`config.mk`:
```
export PLATFORM = sky130hd
export DESIGN_NAME = fifo_read_ctrl
export DESIGN_NICKNAME = d
export VERILOG_FILES = /design/src/rtl/fifo_read_ctrl.sv
export SDC_FILE = /design/constraint.sdc
export NUM_CORES = 1
export LEC_CHECK = 0
export CORE_ASPECT_RATIO = 1.75
export CORE_MARGIN = 2
export CORE_UTILIZATION = 32
export CTS_CLUSTER_DIAMETER = 40
export DETAILED_ROUTE_END_ITERATION = 10
export GPL_TIMING_DRIVEN = 1
export MAX_ROUTING_LAYER = met4
export PLACE_DENSITY = 0.64
export SETUP_SLACK_MARGIN = 0.15
export SLEW_MARGIN = 20
export SYNTH_ARGS = -nofsm -noshare
export SYNTH_HDL_FRONTEND = slang
export SYNTH_SLANG_ARGS = --single-unit
```
`constraint.sdc`:
```
create_clock -name rclk -period 3 [get_ports rclk]
set_clock_uncertainty 0.1 [all_clocks]
set_input_delay 0.6 -clock rclk [delete_from_list [all_inputs] [get_ports rclk]]
set_output_delay 0.6 -clock rclk [all_outputs]
set_load 0.05 [all_outputs]
```
`src/rtl/fifo_read_ctrl.sv`:
```
// Read-side controller of the asynchronous FIFO.
// Synchronizes the Gray write pointer into rclk, keeps binary/Gray read
// pointers, generates the empty flag and a conservative fill level, and
// moves memory read data into a one-entry valid/ready output register.
module fifo_read_ctrl #(
    parameter int DATASIZE = 8,
    parameter int ADDRSIZE = 4
) (
    input  logic                rclk,
    input  logic                rrst_n,
    input  logic [ADDRSIZE:0]   wptr,
    input  logic [DATASIZE-1:0] rdata,
    output logic [ADDRSIZE-1:0] raddr,
    output logic [ADDRSIZE:0]   rptr,
    output logic                rempty,
    output logic [ADDRSIZE:0]   rlevel,
    output logic [DATASIZE-1:0] dout,
    output logic                dout_valid,
    input  logic                dout_ready
);

    // Two-flop synchronizer stages for the foreign-domain write pointer.
    logic [ADDRSIZE:0] rq1_wptr;
    logic [ADDRSIZE:0] rq2_wptr;

    // Read pointer state and its next-state terms.
    logic [ADDRSIZE:0] rbin;
    logic [ADDRSIZE:0] rbinnext;
    logic [ADDRSIZE:0] rgraynext;
    logic [ADDRSIZE:0] rlevel_next;
    logic              rempty_next;
    logic              rinc;

    function automatic logic [ADDRSIZE:0] bin2gray(input logic [ADDRSIZE:0] b);
        return (b >> 1) ^ b;
    endfunction

    function automatic logic [ADDRSIZE:0] gray2bin(input logic [ADDRSIZE:0] g);
        logic [ADDRSIZE:0] b;
        b[ADDRSIZE] = g[ADDRSIZE];
        for (int i = ADDRSIZE - 1; i >= 0; i--) begin
            b[i] = b[i+1] ^ g[i];
        end
        return b;
    endfunction

    // Pop whenever memory holds a word and the output register is free or
    // being drained this cycle; this is the only memory read strobe.
    always_comb begin
        rinc        = !rempty && (!dout_valid || dout_ready);
        rbinnext    = rbin + {{ADDRSIZE{1'b0}}, rinc};
        rgraynext   = bin2gray(rbinnext);
        // Full-width Gray compare keeps laps apart (MSB included).
        rempty_next = (rgraynext == rq2_wptr);
        // Based on the synchronized pointer, so it can only understate.
        rlevel_next = gray2bin(rq2_wptr) - rbinnext;
    end

    assign raddr = rbin[ADDRSIZE-1:0];

    // --- stage: write pointer synchronizer (wclk -> rclk) ---
    always_ff @(posedge rclk or negedge rrst_n) begin
        if (!rrst_n) begin
            rq1_wptr <= '0;
            rq2_wptr <= '0;
        end else begin
            rq1_wptr <= wptr;
            rq2_wptr <= rq1_wptr;
        end
    end

    // --- stage: read pointers, empty flag and fill level ---
    always_ff @(posedge rclk or negedge rrst_n) begin
        if (!rrst_n) begin
            rbin   <= '0;
            rptr   <= '0;
            rempty <= 1'b1;
            rlevel <= '0;
        end else begin
            rbin   <= rbinnext;
            rptr   <= rgraynext;
            rempty <= rempty_next;
            rlevel <= rlevel_next;
        end
    end

    // --- stage: output register; pop reloads it, accept alone empties it ---
    always_ff @(posedge rclk or negedge rrst_n) begin
        if (!rrst_n) begin
            dout       <= '0;
            dout_valid <= 1'b0;
        end else if (rinc) begin
            dout       <= rdata;
            dout_valid <= 1'b1;
        end else if (dout_valid && dout_ready) begin
            dout_valid <= 1'b0;
        end
    end

endmodule

```
==> qor.csv <==
stage,metric,value,unit
run_status,status,"complete, no violations",
final_layout,post-layout util,0.476,
worst_setup_path,Crit path buffers/inverters,2,
drt,routed vias/inst,4.55,
worst_setup_path,r2r setup slk,0.37,ns
global_routing,Total GRT Usage,0.117,
clock_tree,clock slew at reported path FFs,0.06,ns
sta,Fmax,376,MHz
synth,top-count cell post-synth,dfrtp_1,
global_routing,antenna violations before repair,0,
die,I/O Pins,40,
synth,ys flop type,dfrtp_1,
worst_setup_path,most frequent CP cell,ha_1,
sta,post-route setup slack,0.341,ns
clock_tree,TritonCTS Sinks,34,
worst_setup_path,R2R depth,10,
worst_setup_path,crit-path max cell delay,0.47,ns
worst_setup_path,Reg-to-Reg Start,rq2_wptr[4],
worst_setup_path,CP arrival,2.72,ns
drt,DRT iter0 DRCs,14,
sta,setup total negative slack,0,ns
sta,Final min period,2.66,ns
drt,Routed Antenna Nets,0,
synth,synthesized cell area,1410,µm²
drt,met1 WL,884,µm
worst_setup_path,CP top delay family,adder cells,
synth,share of the synthesized area in the top cell type,0.587,
synth,Synth area leaders,"dfrtp_1 (59%), xnor2_1 (7.5%), mux2_2 (6.4%), ha_1 (4.4%), xor2_1 (4.4%)",
final_layout,# diodes,0,
synth,"area leader, netlist",dfrtp_1,
clock_tree,clock tree buffer depth,2,
synth,library cells used by synthesis,27,
worst_setup_path,WP depth,10,
sta,fin crit share,0.886,
sta,Fin. Hold Viols,0,
synth,"Async S/R FF share, synth",1.00,
job,max-cap violations,0,
worst_setup_path,Worst Setup SP,dout_ready,
final_layout,Layout area overhead,41.7,%
sta,endpoints failing setup,0,
synth,post-synthesis sequential area ratio,0.606,
sta,Slew @ Worst Pin,0.512,ns
synth,"Warnings, synthesis",0,
drt,DR WL met2,1390,µm
global_routing,largest net degree at the start of global routing,35,
drt,Met3 Wirelength,156,µm
placed_design,Final HPWL DP,1910,µm
worst_setup_path,crit start category,primary input,
worst_setup_path,Required @ worst endpoint,3.06,ns
clock_tree,TritonCTS Buffers,5,
final_layout,fin nets,171,
synth,"EDFF count, synth",0,
placed_design,Port Buf Inserts,39,
worst_setup_path,crit end category,flip-flop,
die,Core ar.,4190,µm²
drt,total number of vias,901,
synth,Cells after Synth,97,
min_path,Hold Path Class,reg -> reg,
global_routing,global-route wire length before repair,3940,µm
clock_tree,CTS tree,yes,
clock_tree,Root Driver,clkbuf_8,
synth,commonest cells in the netlist,"dfrtp_1 (33), xnor2_1 (12), mux2_2 (8)",
worst_setup_path,"Critical Path, Cell by Cell",clkdlybuf4s50_1 > inv_1 > a21oi_2 > ha_1 > ha_1 > xnor2_1 > ha_1 > a21oi_1 > maj3_1 > xnor2_1,
sta,Min Hold Slack,0.248,ns
worst_setup_path,critical path class,in -> reg,
worst_setup_path,CP max stage cell,clkdlybuf4s50_1,
sta,Max Slew Vio Count,0,
die,Initial Util,0.336,
clock_tree,H-tree depth,2,
min_path,Min-Delay Path Depth,0,
drt,Avg WL per Cell,12.6,µm
worst_setup_path,Crit Path Max Fanout,5,
synth,syn nets,119,
die,die height,91.7,µm
die,Die X,54.1,µm
drt,Residual DRC,0,
synth,Yosys reg bits,34,
die,die area,4960,µm²
die,Rows,31,
sta,RSZ-0062 raised after global routing,false,
placed_design,Placer Congestion,0.842,
drt,DRT Wirelength,2500,µm
placed_design,Place WS,0.0386,ns
drt,DRT Pass-1 Iters,4,
synth,"Avg Cell Area, Syn",14.5,µm²
sta,Worst slew margin,0.658,
min_path,hold_sp,rq1_wptr[1],
final_layout,layout cells sized above 1,0.181,
drt,top routing layer in use,met4,
clock_tree,Post-CTS Resized,0,
global_routing,grt ovf,0,
clock_tree,Post-CTS Setup Bufs,0,
global_routing,vias in the first global route,896,
clock_tree,hold_buf cts,0,
clock_tree,later-pin clock latency in the skew report,0.28,ns
==> placed cells by master, fill, tap and decap left out, drive strengths merged <==
cell type      count
clkbuf             5
nor2               2
ha                 5
nand3              2
or3                1
and2               1
o21ai              2
xnor2             12
a211oi             1
xor3               1
fa                 1
and4b              1
a21o               1
mux2               8
xnor3              1
inv                6
clkinv             2
nand2              1
a31oi              1
a21boi             2
clkdlybuf4s50     39
xor2               7
o21a               1
mux2i              1
maj3               1
dfstp              1
buf                7
a21oi              3
dfrtp             33
==> state kept, by name, indices dropped and copies added (netlist names) <==
register / flops
rbin: 5
rq2_wptr: 5
rptr: 4
rlevel: 5
dout: 8
rq1_wptr: 5
dout_valid: 1
rempty: 1
==> through the flow <==
stage	instances	area, µm²
3_5_place_dp	191	1910
2_1_floorplan	97	1410
4_1_cts	198	1990
6_report	198	1990
5_1_grt	198	1990
3_3_place_gp	191	1910
==> cells by family after synthesis <==
| family | share of synthesized area |
|---|---|
| AOI/OAI and AO/OA | 0.0552 |
| xor gates and xnor gates | 0.152 |
| adders and majority gates | 0.0658 |
| buffers and inverters | 0.0187 |
| DFF | 0.606 |
| muxes | 0.0712 |
| and+or+nand+nor | 0.0311 |
==> area by class of cell <==
type / count / area (µm²)
fill: 395 / 2200
sequential: 34 / 852
multi-input combinational: 56 / 536
timing repair buffer: 46 / 443
clock buffer: 5 / 68.8
tap: 49 / 61.3
inverter: 6 / 22.5
clock inverter: 2 / 10.0
==> final timing paths <==
kind,end
hold reg to reg,rq2_wptr[1]
max in group asynchronous,rempty
setup / recovery,rlevel[4]
setup reg to reg,rlevel[4]
hold / removal,rq2_wptr[1]
min in group asynchronous,dout[7]
==> layer usage <==
| metal | vias up | global-route usage |
|---|---|---|
| met2 | 30 | 0.184 |
| met3 | 6 | 0.0456 |
| met1 | 439 | 0.120 |
| li1 | 426 | - |
| met5 | - | - |
| met4 | 0 | 0.0688 |
==> worst reg2reg max path: cells and delay by family (launching register included) <==
family / cells / cell delay, ns
flops: 1 / 0.41
xor+xnor: 5 / 1.03
buf+inv: 1 / 0.06
compound gates: 1 / 0.18
fa+ha+maj: 3 / 0.77
Power is not shown: default switching activity piles up to over one toggle a cycle in this logic, so the estimate is an artifact.
